[config.mk]
export PLATFORM = sky130hd
export DESIGN_NAME = addr_cycle_monitor_flat
export DESIGN_NICKNAME = d
export VERILOG_FILES = /design/src/rtl/addr_cycle_monitor_pkg.sv /design/src/rtl/addr_cycle_monitor_if.sv /design/src/rtl/addr_cycle_monitor_mon_sat_counter.sv /design/src/rtl/addr_cycle_monitor.sv /design/src/flat_wrapper.sv
export SDC_FILE = /design/constraint.sdc
export NUM_CORES = 1
export LEC_CHECK = 0
export BUFFER_PORTS_ARGS = -buffer_cell sky130_fd_sc_hd__buf_2
export CELL_PAD_IN_SITES_DETAIL_PLACEMENT = 2
export CELL_PAD_IN_SITES_GLOBAL_PLACEMENT = 2
export CORE_UTILIZATION = 35
export CTS_BUF_LIST = sky130_fd_sc_hd__clkbuf_8
export DETAILED_ROUTE_END_ITERATION = 8
export PLACE_DENSITY_LB_ADDON = 0.1
export SLEW_MARGIN = 10
export SYNTH_ARGS = -nofsm -noshare
export SYNTH_HDL_FRONTEND = slang
export SYNTH_SLANG_ARGS = --single-unit
[constraint.sdc]
create_clock -name clk -period 8.19 [get_ports clk]
set_clock_uncertainty 0.15 [all_clocks]
set_input_delay 0.4095 -clock clk [delete_from_list [all_inputs] [get_ports clk]]
set_output_delay 0.4095 -clock clk [all_outputs]
set_load 0.005 [all_outputs]
[src/rtl/addr_cycle_monitor_pkg.sv]
// drv_mon_pkg: shared types, defaults and the bin-index helper used by the
// address-side and vector-side cycle monitors.
package drv_mon_pkg;

  typedef enum logic [1:0] {
    IDLE    = 2'd0,
    ARMED   = 2'd1,
    MEASURE = 2'd2
  } mon_state_t;

  localparam int          DEF_MON_CNT_RANGE = 8;
  localparam int          DEF_MON_CNT_SIZE  = 16;
  localparam int          DEF_MAX_CYCLE_CNT = 128;
  localparam logic [15:0] INTERVAL_SAT      = 16'hFFFF;

  // Clamped histogram bin for an interval; anything at or beyond the span
  // lands in the last (overflow) bin. range is a power of two, so the divide
  // folds to a shift once the arguments are elaboration constants.
  function automatic int unsigned mon_bin_idx(input logic [15:0] interval,
                                              input int unsigned range,
                                              input int unsigned max_cnt);
    int unsigned iv;
    iv = 32'(interval);
    if (iv >= max_cnt) return (max_cnt / range) - 1;
    else               return iv / range;
  endfunction

endpackage

[src/rtl/addr_cycle_monitor_if.sv]
// addr_cycle_monitor_if: control and event strobes feeding one monitor.
// evt is the observed address event (address issue or address-FIFO write).
interface addr_cycle_monitor_if;
  logic start;
  logic stop;
  logic evt;

  modport master (output start, output stop, output evt);
  modport slave  (input  start, input  stop, input  evt);
endinterface

[src/rtl/addr_cycle_monitor_mon_sat_counter.sv]
// mon_sat_counter: histogram bin counter that sticks at all-ones.
module mon_sat_counter #(
  parameter int WIDTH = 16
) (
  input  logic             clk,
  input  logic             reset,
  input  logic             clr_i,
  input  logic             inc_i,
  output logic [WIDTH-1:0] cnt_o
);

  logic [WIDTH-1:0] cnt_q;

  // Clear has priority over increment; increments stop at all-ones.
  always_ff @(posedge clk) begin
    if (reset || clr_i) begin
      cnt_q <= '0;
    end else if (inc_i && (cnt_q != '1)) begin
      cnt_q <= cnt_q + 1'b1;
    end
  end

  assign cnt_o = cnt_q;

endmodule

[src/rtl/addr_cycle_monitor.sv]
// addr_cycle_monitor: measures spacing in cycles between consecutive address
// events and bins it into a histogram of saturating counters.
// Min/max interval tracking is built only when ADDR_CYCLE_MON_MINMAX_EN is
// defined; otherwise min_interval_o is tied to 16'hFFFF and max_interval_o to 0.
//
// state   | meaning
// --------+------------------------------------------
// IDLE    | histogram held, events ignored
// ARMED   | waiting for the first event after start
// MEASURE | timing intervals between events
module addr_cycle_monitor
  import drv_mon_pkg::*;
#(
  parameter int MON_CNT_RANGE = DEF_MON_CNT_RANGE,
  parameter int MON_CNT_SIZE  = DEF_MON_CNT_SIZE,
  parameter int MAX_CYCLE_CNT = DEF_MAX_CYCLE_CNT
) (
  input  logic                    clk,
  input  logic                    reset,
  addr_cycle_monitor_if.slave     mon_if,
  output logic [MON_CNT_SIZE-1:0] mon_cnts_o [MAX_CYCLE_CNT/MON_CNT_RANGE],
  output logic [15:0]             cycle_cnt_o,
  output logic [15:0]             event_total_o,
  output logic [15:0]             min_interval_o,
  output logic [15:0]             max_interval_o,
  output logic                    busy_o
);

  localparam int NUM_BINS = MAX_CYCLE_CNT / MON_CNT_RANGE;

  mon_state_t  state_q, state_d;
  logic        busy_q;
  logic        clr_all;
  logic        count_evt;
  logic        take_interval;
  logic [15:0] gap_q;
  logic [15:0] interval;
  int unsigned bin_idx;
  logic [15:0] cycle_cnt_q;
  logic [15:0] event_total_q;

  // State register; busy is registered from the next state so it tracks
  // start/stop with one cycle of latency.
  always_ff @(posedge clk) begin
    if (reset) begin
      state_q <= IDLE;
      busy_q  <= 1'b0;
    end else begin
      state_q <= state_d;
      busy_q  <= (state_d != IDLE);
    end
  end

  // Next state and per-cycle strobes; start overrides stop and event.
  always_comb begin
    state_d       = state_q;
    clr_all       = 1'b0;
    count_evt     = 1'b0;
    take_interval = 1'b0;
    if (mon_if.start) begin
      clr_all = 1'b1;
      state_d = ARMED;
    end else begin
      unique case (state_q)
        IDLE: begin
          state_d = IDLE;
        end
        ARMED: begin
          if (mon_if.evt) begin
            count_evt = 1'b1;
            state_d   = MEASURE;
          end
          if (mon_if.stop) state_d = IDLE;
        end
        MEASURE: begin
          if (mon_if.evt) begin
            count_evt     = 1'b1;
            take_interval = 1'b1;
          end
          if (mon_if.stop) state_d = IDLE;
        end
        default: begin
          state_d = IDLE;
        end
      endcase
    end
  end

  // Gap counter: cycles elapsed since the last event, held outside MEASURE.
  always_ff @(posedge clk) begin
    if (reset || clr_all) begin
      gap_q <= '0;
    end else if (count_evt) begin
      gap_q <= '0;
    end else if ((state_q == MEASURE) && (gap_q != INTERVAL_SAT)) begin
      gap_q <= gap_q + 16'd1;
    end
  end

  assign interval = (gap_q == INTERVAL_SAT) ? INTERVAL_SAT : gap_q + 16'd1;
  assign bin_idx  = mon_bin_idx(interval, unsigned'(MON_CNT_RANGE),
                                unsigned'(MAX_CYCLE_CNT));

  for (genvar gi = 0; gi < NUM_BINS; gi++) begin : g_bin
    mon_sat_counter #(
      .WIDTH (MON_CNT_SIZE)
    ) u_cnt (
      .clk   (clk),
      .reset (reset),
      .clr_i (clr_all),
      .inc_i (take_interval && (bin_idx == unsigned'(gi))),
      .cnt_o (mon_cnts_o[gi])
    );
  end

  // Last measured interval and saturating event total.
  always_ff @(posedge clk) begin
    if (reset || clr_all) begin
      cycle_cnt_q   <= '0;
      event_total_q <= '0;
    end else begin
      if (take_interval) cycle_cnt_q <= interval;
      if (count_evt && (event_total_q != 16'hFFFF)) begin
        event_total_q <= event_total_q + 16'd1;
      end
    end
  end

`ifdef ADDR_CYCLE_MON_MINMAX_EN
  logic [15:0] min_q;
  logic [15:0] max_q;

  // Extreme intervals since the last start.
  always_ff @(posedge clk) begin
    if (reset || clr_all) begin
      min_q <= 16'hFFFF;
      max_q <= 16'h0000;
    end else if (take_interval) begin
      if (interval < min_q) min_q <= interval;
      if (interval > max_q) max_q <= interval;
    end
  end

  assign min_interval_o = min_q;
  assign max_interval_o = max_q;
`else
  assign min_interval_o = 16'hFFFF;
  assign max_interval_o = 16'h0000;
`endif

  assign cycle_cnt_o   = cycle_cnt_q;
  assign event_total_o = event_total_q;
  assign busy_o        = busy_q;

endmodule
[src/flat_wrapper.sv]
// flat-port wrapper written by rule: the top's interface ports become plain ports
module addr_cycle_monitor_flat import drv_mon_pkg::*;
#(
  parameter int MON_CNT_RANGE = DEF_MON_CNT_RANGE,
  parameter int MON_CNT_SIZE  = DEF_MON_CNT_SIZE,
  parameter int MAX_CYCLE_CNT = DEF_MAX_CYCLE_CNT
)
  (clk, reset, mon_cnts_o, cycle_cnt_o, event_total_o, min_interval_o, max_interval_o, busy_o, mon_if_start, mon_if_stop, mon_if_evt);
  addr_cycle_monitor_if mon_if_i ();
  input  logic clk;
  input  logic reset;
  output logic [MON_CNT_SIZE-1:0] mon_cnts_o[MAX_CYCLE_CNT/MON_CNT_RANGE];
  output logic [15:0] cycle_cnt_o;
  output logic [15:0] event_total_o;
  output logic [15:0] min_interval_o;
  output logic [15:0] max_interval_o;
  output logic busy_o;
  input wire logic [$bits(mon_if_i.start)-1:0] mon_if_start;
  input wire logic [$bits(mon_if_i.stop)-1:0] mon_if_stop;
  input wire logic [$bits(mon_if_i.evt)-1:0] mon_if_evt;
  assign mon_if_i.start = mon_if_start;
  assign mon_if_i.stop = mon_if_stop;
  assign mon_if_i.evt = mon_if_evt;
  addr_cycle_monitor #(.MON_CNT_RANGE(MON_CNT_RANGE), .MON_CNT_SIZE(MON_CNT_SIZE), .MAX_CYCLE_CNT(MAX_CYCLE_CNT)) u_core (.clk(clk), .reset(reset), .mon_if(mon_if_i), .mon_cnts_o(mon_cnts_o), .cycle_cnt_o(cycle_cnt_o), .event_total_o(event_total_o), .min_interval_o(min_interval_o), .max_interval_o(max_interval_o), .busy_o(busy_o));
endmodule
==> results.ini <==
[final_layout]
fin_nets = 2232
syn_to_final_growth_pct = 19.6
drive_above_1_share_pct = 18.9
n_fill_cell = 5106
post-route-util_pct = 42.4

[timing]
fmax_ghz = 0.215
worst-slew-pin-transition_ns = 1.09
finalMaxSlewViolations = 0
period_needed_ns = 4.65
layout_worst_path_cycle_share_pct = 56.8
hold_slack_ns = 0.193
finalHoldViolCount = 0
tns_ns = 0
slew_headroom_pct = 26.4
fin_ws_ns = 3.54
setup_viol = 0
rsz0062_at_grt = no

[yosys]
ys.warnings.count = 0
yosysSeqAreaShare_pct = 39.2
async_flop_share_pct = 0
synth-edff-count = 0
synth_top_area_share_pct = 39.2
synth.area.top_cells = dfxtp_1, xnor2_1, nor2_1, nand2_1, nand3_1
netlist_area_um2 = 15700
syn_inst = 1951
synth_area_leader_cell = dfxtp_1
ys_types = 68
yosys_most_used_dff = dfxtp_1
syn_avg_cell_area_um2 = 8.04
synth_commonest_cells = dfxtp_1, nor2_1, nand2_1
synth_most_common_cell = dfxtp_1
ys_ff_latch = 307

[setup_path]
crit_type = reg -> reg
reg2reg_slack_ns = 3.54
cp_data_required_time_ns = 8.62
r2r_start = u_core.gap_q[0]
worst-r2r-cell-count = 8
crit_path_end_kind = register
critPathArrivalTime_ns = 5.08
crit_path_start_kind = register
critPathMaxFanout = 25
r2r-end = u_core.g_bin[6].u_cnt.cnt_o[11]

[routing]
drt_iter0_drc = 677
drc = 0
firstDrtPassIters = 4
routed_wl_um = 59100
wl_per_cell_um = 20.8
ant_nets = 0
avgViaCountPerCell = 5.56
vias = 15821

[min_path]
holdPathEnd = u_core.state_q[0]
min_delay_path_depth = 2
hp-start = reset
hp-class = in -> reg

[floorplanning]
rows = 77
io_pins = 326
die_x_um = 214
dieHeight_um = 214
die_area_um2 = 45700
start_util_pct = 35.5
core_area_um2 = 44200

[power_and_ir_drop]
peakVddDrop_v = 0.000106
p_leak_uw = 0.00710
power_density_nw_per_um2 = 170
power_uw = 3190

[placement]
dp_hpwl_um = 40900
gp_congestion = 0.782
pre_cts_slack_ns = 3.58
io_buffers = 293

[global_route]
grt_overflow = 0
grtUsageTotal_pct = 25.2
antenna_found_initial = 1
grt_pass1_vias = 16489
grt_max_degree = 149
grt_pass1_wl_um = 91500

[clock_tree]
postCtsSetupRepairBufs = 0
cts_sinks = 307
cts_tree = yes
hold_buffers = 2
clk_pin_slew_ns = 0.06
insertion_delay_ns = 0.66
htreeDepth = 2
cts_buffer_depth = 3
post_cts_resized = 0
cts_made_buffers = 59
root_buffer = clkbuf_8

[job]
cap_violations = 0

[run_status]
status = finished clean

## critical path: stages (launching register included)
cell     delay, ns
dfxtp_1       0.56
ha_1          0.60
and2_1        0.26
and3_1        0.25
mux2i_4       0.70
nand3_1       0.55
or3_1         0.83
or4_1         0.52
a21oi_1       0.15
## cells by family (layout without fill, tap and decap cells)
kind of cell / after synthesis / in the layout / share of synthesized area (%)
AND/OR/NAND/NOR: 977 / 977 / 32.2
flip-flops: 307 / 307 / 39.2
AO/OA/AOI/OAI: 291 / 291 / 11.6
buffers and inverters: 174 / 445 / 5.15
XOR/XNOR: 159 / 159 / 8.88
multiplexers: 21 / 21 / 1.36
adder cells (fa/ha/maj): 20 / 20 / 1.60
other: 2 / 34 / 0.0479
## cell usage in the layout (no fill, tap or decap), drive strengths merged, types with 32 or more instances in the layout
master  instances
a21oi          94
and3           47
buf           304
clkbuf         81
conb           32
dfxtp         307
inv            51
nand2         184
nand3         122
nand4          77
nor2          228
nor3           68
nor4           62
o21ai          68
or3            74
or4            40
xnor2         119
xor2           40
## report_power, final
group / total (uW) / internal (uW) / switching [uW] / leakage [uW]
registers: 1490 / 1490 / 0.402 / 0.00247
clock network: 1640 / 934 / 704 / 0.000726
logic: 53.7 / 8.42 / 45.3 / 0.00391
total: 3190 / 2440 / 750 / 0.00710
## layout make-up
type,count,area (um^2),share of cell area [%]
Multi-Input combinational cell,1500,8880,47.3
Timing Repair Buffer,306,1590,8.50
Inverter,33,124,0.660
Antenna cell,2,5.00,0.0267
Clock buffer,81,1110,5.94
Sequential cell,307,6150,32.8
Clock inverter,25,156,0.834
Tap cell,592,741,3.95
## per-stage QoR
stage	area, um^2	instances
5_1_grt	18800	2844
3_5_place_dp	17500	2736
2_1_floorplan	15800	1981
4_1_cts	18800	2844
3_3_place_gp	17500	2736
6_report	18800	2846
## metal layers
layer | vias up | track usage, % | routed length [um]
met2 | 273 | 44.8 | 29400
met1 | 7939 | 30.2 | 25500
met5 | - | 0 | 0
met4 | 0 | 9.06 | 1610
met3 | 97 | 4.67 | 2600
li1 | 7512 | - | -
## sequential cells by signal, indices dropped and copies added (netlist names)
| register | flops |
|---|---|
| u_core.g_bin.u_cnt.cnt_o | 256 |
| u_core.gap_q | 16 |
| u_core.busy_o | 1 |
| u_core.state_q | 2 |
| u_core.event_total_o | 16 |
| u_core.cycle_cnt_o | 16 |
## how the worst max path moves through the flow
stage,startpoint,depth (start not counted),end
2_1_floorplan,u_core.gap_q[0],11,u_core.g_bin[10].u_cnt.cnt_o[13]
3_3_place_gp,u_core.gap_q[0],8,u_core.g_bin[6].u_cnt.cnt_o[11]
3_5_place_dp,u_core.gap_q[0],8,u_core.g_bin[6].u_cnt.cnt_o[11]
4_1_cts,u_core.gap_q[0],8,u_core.g_bin[6].u_cnt.cnt_o[11]
5_1_grt,u_core.gap_q[0],8,u_core.g_bin[10].u_cnt.cnt_o[5]
6_report,u_core.gap_q[0],8,u_core.g_bin[6].u_cnt.cnt_o[11]
No activity file was read; power rests on OpenSTA's default activity.
